--- config.mk ---
export PLATFORM = sky130hd
export DESIGN_NAME = rtc_bus_scheduler
export DESIGN_NICKNAME = d
export VERILOG_FILES = /design/src/rtl/rtc_bus_scheduler_pkg.sv /design/src/rtl/rtc_seq_rom.sv /design/src/rtl/rtc_bus_scheduler.sv
export SDC_FILE = /design/constraint.sdc
export NUM_CORES = 1
export LEC_CHECK = 0
export CORE_MARGIN = 2
export CORE_UTILIZATION = 40
export CTS_CLUSTER_DIAMETER = 30
export DETAILED_ROUTE_END_ITERATION = 12
export GPL_TIMING_DRIVEN = 0
export HOLD_SLACK_MARGIN = 0.08
export MAX_ROUTING_LAYER = met4
export RECOVER_POWER = 100
export SYNTH_ARGS = -nofsm -noshare
export SYNTH_HDL_FRONTEND = slang
export SYNTH_SLANG_ARGS = --single-unit
--- constraint.sdc ---
create_clock -name clk -period 6.9 [get_ports clk]
set_clock_uncertainty 0.15 [all_clocks]
set_input_delay 0.69 -clock clk [delete_from_list [all_inputs] [get_ports clk]]
set_output_delay 0.69 -clock clk [all_outputs]
set_load 0.01 [all_outputs]
--- src/rtl/rtc_bus_scheduler_pkg.sv ---
// rtc_bus_scheduler_pkg
// Shared definitions for the RTC bus scheduler:
//   - scheduler FSM state enumeration
//   - RTC register addresses and command addresses
//   - command bytes issued at the start/end of a sequence
//   - write-group codes
//   - local-bank index -> RTC address lookup
package rtc_bus_scheduler_pkg;

  typedef enum logic [2:0] {
    ST_IDLE,
    ST_ISSUE,
    ST_WAIT,
    ST_NEXT,
    ST_DONE
  } state_t;

  // Time-of-day registers
  localparam logic [7:0] ADDR_SEG       = 8'h21;
  localparam logic [7:0] ADDR_MIN       = 8'h22;
  localparam logic [7:0] ADDR_HORA      = 8'h23;
  // Date registers
  localparam logic [7:0] ADDR_DIA       = 8'h24;
  localparam logic [7:0] ADDR_MES       = 8'h25;
  localparam logic [7:0] ADDR_ANIO      = 8'h26;
  localparam logic [7:0] ADDR_DIA_SEM   = 8'h27;
  // Timer registers
  localparam logic [7:0] ADDR_TMR_SEG   = 8'h41;
  localparam logic [7:0] ADDR_TMR_MIN   = 8'h42;
  localparam logic [7:0] ADDR_TMR_HORA  = 8'h43;
  // Command addresses
  localparam logic [7:0] ADDR_CMD_REF   = 8'hF0;
  localparam logic [7:0] ADDR_CMD_WR    = 8'hF1;

  // Command bytes
  localparam logic [7:0] CMD_REFRESH    = 8'hF0;
  localparam logic [7:0] CMD_WR_COMMIT  = 8'hD2;

  // Write-group codes
  localparam logic [1:0] GRP_HORA       = 2'd0;
  localparam logic [1:0] GRP_FECHA      = 2'd1;
  localparam logic [1:0] GRP_TIMER      = 2'd2;
  localparam logic [1:0] GRP_RSVD       = 2'd3;

  // addr_local value while a command cycle is on the bus
  localparam logic [3:0] IDX_NONE       = 4'hF;

  function automatic logic [7:0] idx_to_addr(input logic [3:0] idx);
    logic [7:0] a;
    case (idx)
      4'd0:    a = ADDR_SEG;
      4'd1:    a = ADDR_MIN;
      4'd2:    a = ADDR_HORA;
      4'd3:    a = ADDR_DIA;
      4'd4:    a = ADDR_MES;
      4'd5:    a = ADDR_ANIO;
      4'd6:    a = ADDR_DIA_SEM;
      4'd7:    a = ADDR_TMR_SEG;
      4'd8:    a = ADDR_TMR_MIN;
      4'd9:    a = ADDR_TMR_HORA;
      default: a = 8'h00;
    endcase
    return a;
  endfunction

endpackage

--- src/rtl/rtc_seq_rom.sv ---
// rtc_seq_rom
// Combinational description of every bus cycle in a sequence.
//   i_seq_wr    : 1 = write-group sequence, 0 = refresh sequence
//   i_group     : write group (ignored for refresh)
//   i_step      : cycle number within the sequence, from 0
//   o_addr      : RTC address for the cycle
//   o_w_r       : 1 = write, 0 = read
//   o_cmd       : 1 = command cycle (data from o_cmd_data)
//   o_cmd_data  : command byte, 0x00 for register cycles
//   o_index     : local bank index, 0xF for command cycles
//   o_last      : this step is the final cycle of the sequence
module rtc_seq_rom
  import rtc_bus_scheduler_pkg::*;
(
  input  logic       i_seq_wr,
  input  logic [1:0] i_group,
  input  logic [3:0] i_step,
  output logic [7:0] o_addr,
  output logic       o_w_r,
  output logic       o_cmd,
  output logic [7:0] o_cmd_data,
  output logic [3:0] o_index,
  output logic       o_last
);

  logic [3:0] w_base;
  logic [3:0] w_count;
  logic [3:0] w_idx;

  always_comb begin
    o_addr     = 8'h00;
    o_w_r      = 1'b0;
    o_cmd      = 1'b0;
    o_cmd_data = 8'h00;
    o_index    = IDX_NONE;
    o_last     = 1'b0;
    w_base     = 4'd0;
    w_count    = 4'd0;
    w_idx      = 4'd0;

    if (!i_seq_wr) begin
      // Refresh: latch command first, then read the whole bank 0..9
      if (i_step == 4'd0) begin
        o_addr     = ADDR_CMD_REF;
        o_w_r      = 1'b1;
        o_cmd      = 1'b1;
        o_cmd_data = CMD_REFRESH;
      end else begin
        w_idx   = i_step - 4'd1;
        o_index = w_idx;
        o_addr  = idx_to_addr(w_idx);
        o_last  = (i_step == 4'd10);
      end
    end else begin
      case (i_group)
        GRP_HORA:  begin w_base = 4'd0; w_count = 4'd3; end
        GRP_FECHA: begin w_base = 4'd3; w_count = 4'd4; end
        GRP_TIMER: begin w_base = 4'd7; w_count = 4'd3; end
        default:   begin w_base = 4'd0; w_count = 4'd0; end
      endcase
      o_w_r = 1'b1;
      // Register writes ascending, then the commit command closes the group
      if (i_step < w_count) begin
        w_idx   = w_base + i_step;
        o_index = w_idx;
        o_addr  = idx_to_addr(w_idx);
      end else begin
        o_addr     = ADDR_CMD_WR;
        o_cmd      = 1'b1;
        o_cmd_data = CMD_WR_COMMIT;
        o_last     = 1'b1;
      end
    end
  end

endmodule

--- src/rtl/rtc_bus_scheduler.sv ---
// rtc_bus_scheduler
// Sequences RTC bus cycles for bank refreshes and configuration-group writes.
//   clk, reset     : clock, synchronous active-low reset
//   refresh_tick   : request full read refresh (merged one-deep while busy)
//   wr_req/wr_group: request write of a group (group 3 ignored)
//   cyc_done       : completion pulse from the bus-cycle generator
//   cyc_start      : launches one bus cycle
//   cyc_w_r, cyc_addr, cyc_cmd, cmd_data, addr_local : cycle descriptor
//   wr_ack, refresh_done, err : sequence completion / abort pulses
//   busy           : scheduler not idle
module rtc_bus_scheduler
  import rtc_bus_scheduler_pkg::*;
#(
  parameter int unsigned TIMEOUT_CYC = 255
) (
  input  logic       clk,
  input  logic       reset,
  input  logic       refresh_tick,
  input  logic       wr_req,
  input  logic [1:0] wr_group,
  input  logic       cyc_done,
  output logic       cyc_start,
  output logic       cyc_w_r,
  output logic [7:0] cyc_addr,
  output logic       cyc_cmd,
  output logic [7:0] cmd_data,
  output logic [3:0] addr_local,
  output logic       wr_ack,
  output logic       refresh_done,
  output logic       err,
  output logic       busy
);

  state_t     r_state;
  state_t     w_state_next;

  logic       r_seq_wr;
  logic [1:0] r_group;
  logic [3:0] r_step;
  logic       r_last;
  logic [7:0] r_wait_cnt;
  logic       r_refresh_pending;

  logic       r_cyc_w_r;
  logic [7:0] r_cyc_addr;
  logic       r_cyc_cmd;
  logic [7:0] r_cmd_data;
  logic [3:0] r_addr_local;

  logic       w_wr_accept;
  logic       w_ref_accept;
  logic       w_timeout;
  logic       w_load;

  logic       w_rom_wr;
  logic [1:0] w_rom_group;
  logic [3:0] w_rom_step;
  logic [7:0] w_rom_addr;
  logic       w_rom_w_r;
  logic       w_rom_cmd;
  logic [7:0] w_rom_cmd_data;
  logic [3:0] w_rom_index;
  logic       w_rom_last;

  // A write always wins over a refresh in IDLE
  assign w_wr_accept  = (r_state == ST_IDLE) && wr_req && (wr_group != GRP_RSVD);
  assign w_ref_accept = (r_state == ST_IDLE) && !w_wr_accept &&
                        (refresh_tick || r_refresh_pending);
  // A cyc_done arriving on the final count still completes the cycle
  assign w_timeout    = (r_state == ST_WAIT) && !cyc_done &&
                        (r_wait_cnt == 8'(TIMEOUT_CYC));
  assign w_load       = w_wr_accept || w_ref_accept ||
                        ((r_state == ST_NEXT) && !r_last);

  // ROM is addressed with the step about to be issued so the descriptor
  // can be registered on entry to ISSUE
  assign w_rom_wr    = (r_state == ST_IDLE) ? w_wr_accept : r_seq_wr;
  assign w_rom_group = (r_state == ST_IDLE) ? wr_group : r_group;
  assign w_rom_step  = (r_state == ST_IDLE) ? 4'd0 : (r_step + 4'd1);

  rtc_seq_rom u_rom (
    .i_seq_wr   (w_rom_wr),
    .i_group    (w_rom_group),
    .i_step     (w_rom_step),
    .o_addr     (w_rom_addr),
    .o_w_r      (w_rom_w_r),
    .o_cmd      (w_rom_cmd),
    .o_cmd_data (w_rom_cmd_data),
    .o_index    (w_rom_index),
    .o_last     (w_rom_last)
  );

  always_ff @(posedge clk) begin
    if (!reset) r_state <= ST_IDLE;
    else        r_state <= w_state_next;
  end

  always_comb begin
    w_state_next = r_state;
    case (r_state)
      ST_IDLE:  if (w_wr_accept || w_ref_accept) w_state_next = ST_ISSUE;
      ST_ISSUE: w_state_next = ST_WAIT;
      ST_WAIT: begin
        if (cyc_done)       w_state_next = ST_NEXT;
        else if (w_timeout) w_state_next = ST_IDLE;
      end
      ST_NEXT:  w_state_next = r_last ? ST_DONE : ST_ISSUE;
      ST_DONE:  w_state_next = ST_IDLE;
      default:  w_state_next = ST_IDLE;
    endcase
  end

  always_ff @(posedge clk) begin
    if (!reset) begin
      r_seq_wr          <= 1'b0;
      r_group           <= 2'd0;
      r_step            <= 4'd0;
      r_last            <= 1'b0;
      r_wait_cnt        <= 8'd0;
      r_refresh_pending <= 1'b0;
      r_cyc_w_r         <= 1'b0;
      r_cyc_addr        <= 8'h00;
      r_cyc_cmd         <= 1'b0;
      r_cmd_data        <= 8'h00;
      r_addr_local      <= IDX_NONE;
    end else begin
      if (w_load) begin
        r_seq_wr     <= w_rom_wr;
        r_group      <= w_rom_group;
        r_step       <= w_rom_step;
        r_last       <= w_rom_last;
        r_cyc_w_r    <= w_rom_w_r;
        r_cyc_addr   <= w_rom_addr;
        r_cyc_cmd    <= w_rom_cmd;
        r_cmd_data   <= w_rom_cmd_data;
        r_addr_local <= w_rom_index;
      end

      if (r_state == ST_ISSUE)
        r_wait_cnt <= 8'd0;
      else if ((r_state == ST_WAIT) && (r_wait_cnt != 8'hFF))
        r_wait_cnt <= r_wait_cnt + 8'd1;

      // Ticks that cannot be taken right now merge into one pending refresh
      if (w_ref_accept)      r_refresh_pending <= 1'b0;
      else if (refresh_tick) r_refresh_pending <= 1'b1;
    end
  end

  assign cyc_start    = (r_state == ST_ISSUE);
  assign busy         = (r_state != ST_IDLE);
  assign wr_ack       = (r_state == ST_DONE) && r_seq_wr;
  assign refresh_done = (r_state == ST_DONE) && !r_seq_wr;
  assign err          = w_timeout;
  assign cyc_w_r      = r_cyc_w_r;
  assign cyc_addr     = r_cyc_addr;
  assign cyc_cmd      = r_cyc_cmd;
  assign cmd_data     = r_cmd_data;
  assign addr_local   = r_addr_local;

endmodule
==> impl_metrics.yaml <==
synthesis:
  synth.cells.most_frequent: "33 x dfxtp_1, 29 x nand2_1, 24 x nor2_1"
  synth_sequential_area_ratio: 0.297
  synth_cells: 274
  synth.distinct_cells: 58
  synth_edf_count: 0
  synth_area_leader_cell: "dfxtp_1"
  synthesis.area_per_instance_um2: 8.13
  synthArstFlopShare: 0
  synth_area_leaders: "dfxtp_1 30%, ha_1 9.6%, nand2_1 4.9%"
  synthesis.yosys.warnings: 0
  synthMostInstantiatedCell: "dfxtp_1"
  synth_flop_cell: "dfxtp_1"
  ys_seq_elements: 33
  netlist.area_leader.share: 0.297
  post_synth_instance_area_um2: 2230
pwr:
  intPower_mw: 0.453
  irDropWorstVdd_v: 0.000181
  seqPwrFrac: 0.311
  p_clk_frac: 0.192
  share_comb_of_total_power: 0.496
  switching_power_mw: 0.320
  finalPower_mw: 0.773
  power.density_nw_per_um2: 288
  p_leak_nw: 1.18
  power_switching_share: 0.414
sta:
  grt_setup_unrepaired: "no"
  relSlewSlack: 0.372
  setup_viol_count_final: 0
  final.period_utilization: 0.597
  fin_setup_tns_ns: 0
  max_freq_ghz: 0.243
  worst_slew_pin_slew_ns: 0.939
  fin_hold_ws_ns: 0.314
  timing_hold_violations_final: 0
  timing_max_transition_violations_final: 0
  finalCriticalPeriod_ns: 4.12
floorplan:
  die_w_um: 78.6
  die-height_um: 78.6
  floorplan.io_pins: 34
  placementRows: 27
  fp.dieArea_um2: 6180
  fp.coreArea_um2: 5440
  initial_utilization: 0.409
detailed_routing:
  wl_per_cell_um: 14.3
  met3_length_um: 195
  met1_length_um: 2740
  route.final.wire_length_um: 5520
  vias: 2040
  antenna_violating_nets_post_route: 0
  top_layer_used: "met4"
  detailedRoute.firstIterationViolations: 99
  drc: 0
  firstDrtPassIters: 5
  route.met2.wl_um: 2570
  vias_per_cell: 5.28
cts:
  setup_buffers_after_cts: 0
  cts_tree: "yes"
  clk_transition_reported_paths_ns: 0.08
  clock_sink_count: 33
  cts_max_level: 2
  max-clock-path-buffers: 2
  tritoncts.num_buffers: 5
  insertion_delay_ns: 0.29
  postCtsHoldBufs: 0
  ctsResizeCount: 0
  clock_tree_root: "clkbuf_8"
global_routing:
  grt_first_pass_wirelength_um: 9140
  vias_in_the_first_global_route: 1924
  antenna_violations_before_repair: 0
  largest_net_degree_at_the_start_of_global_routing: 12
  grt.total_usage: 0.193
  overflow: 0
placed_design:
  numPortBuffers: 29
  dpl.hpwl_um: 4070
  place_congestion: 0.918
  place.detailed.instances: 378
worst_setup_path:
  worstSetupPathType: "flop to flop"
  cp_required_ns: 6.92
  critical_path.endpoint_type: "flop"
  critPathArrivalTime_ns: 4.14
  crit_fanout: 10
  crit_path_start_kind: "flop"
final_layout:
  antenna_cells: 0
  instances_no_fill: 386
  area_grow_syn2layout_pct: 20.5
  layout_nets: 338
  finalCoreUtilization: 0.493
  layout-drive-gt1-share: 0.0987
flow_run:
  cap_violations: 0
hold_path:
  min-delay-path-class: "flop to flop"
outcome:
  outcome: "finished clean"
[path summary, 6_finish.rpt]
kind,startpoint,cells after the start,slack [ns],endpoint
hold reg to reg,cmd_data[1]$_SDFFE_PN0P_,2,0.31,cmd_data[1]$_SDFFE_PN0P_
setup reg to reg,r_state[2]$_SDFFE_PN0P_,12,2.78,cyc_addr[6]$_SDFFE_PN0P_
setup / recovery,r_state[2]$_SDFFE_PN0P_,12,2.78,cyc_addr[6]$_SDFFE_PN0P_
hold / removal,cmd_data[1]$_SDFFE_PN0P_,2,0.31,cmd_data[1]$_SDFFE_PN0P_
[kinds of logic after synthesis]
logic type                 share of synthesized area
AOI/OAI and AO/OA                              0.187
xor gates and xnor gates                      0.0545
adders and majority gates                      0.104
buffers and inverters                         0.0815
DFF                                            0.297
muxes                                         0.0180
other                                        0.00168
and+or+nand+nor                                0.257
[flip-flops by register name, indices dropped and copies added (netlist names)]
signal             count
r_wait_cnt             8
r_seq_wr               1
r_refresh_pending      1
r_group                2
r_last                 1
cyc_addr               6
cmd_data               2
r_state                3
cyc_w_r                1
r_step                 4
addr_local             4
[worst max-delay path, stage by stage (launching register included)]
cell and delay, ns:
dfxtp_1 0.36, nor3_1 0.36, clkbuf_1 0.48, inv_1 0.27
nand2_1 0.27, inv_1 0.18, ha_1 0.34, o21ai_0 0.16
nor2_1 0.08, o32ai_1 0.81, inv_1 0.15, nor4_1 0.32
nor3_1 0.07
[cell usage in the layout (no fill, tap or decap), types with 4 or more instances in the layout]
master	instances
clkbuf_8	5
nor4_1	4
dfxtp_1	33
o21ai_0	12
mux2i_1	4
ha_1	17
nand2_1	29
clkdlybuf4s50_1	5
and3_1	8
nor2_1	24
nor3_1	8
nand2b_1	4
clkbuf_1	7
a21oi_1	18
nand3_1	6
buf_4	9
xnor2_1	4
conb_1	4
xor2_1	8
dlygate4sd3_1	24
inv_1	17
nor2b_1	7
[metal layers]
layer / vias up / global-route usage
met3: 4 / 0.0345
met4: 0 / 0.0614
met2: 44 / 0.303
met5: - / -
li1: 1035 / -
met1: 957 / 0.254
[metrics by stage]
step / worst slack [ns] / instance area (µm²)
detailed placement: 3.17 / 2620
floorplan: 3.78 / 2240
global placement: 3.19 / 2620
finish: 2.78 / 2680
CTS: 3.37 / 2710
global route: 2.41 / 2680
[power by group through the flow]
| stage | sequential, mW | clock, mW | combinational [mW] |
|---|---|---|---|
| finish | 0.241 | 0.149 | 0.384 |
| global route | 0.245 | 0.159 | 0.424 |
| CTS | 0.242 | 0.153 | 0.398 |
| detailed placement | 0.246 | 0 | 0.394 |
| global placement | 0.246 | 0 | 0.394 |
| floorplan | 0.252 | 0 | 0.255 |
[cell type report]
cell class	count	area, µm²
Fill cell	566	2760
Tap cell	72	90.1
Clock inverter	3	17.5
Sequential cell	33	661
Clock buffer	5	68.8
Inverter	17	63.8
Buffer	19	109
Timing Repair Buffer	29	290
Multi-Input combinational cell	208	1380
Note: power is estimated with default switching activity, not from simulation.
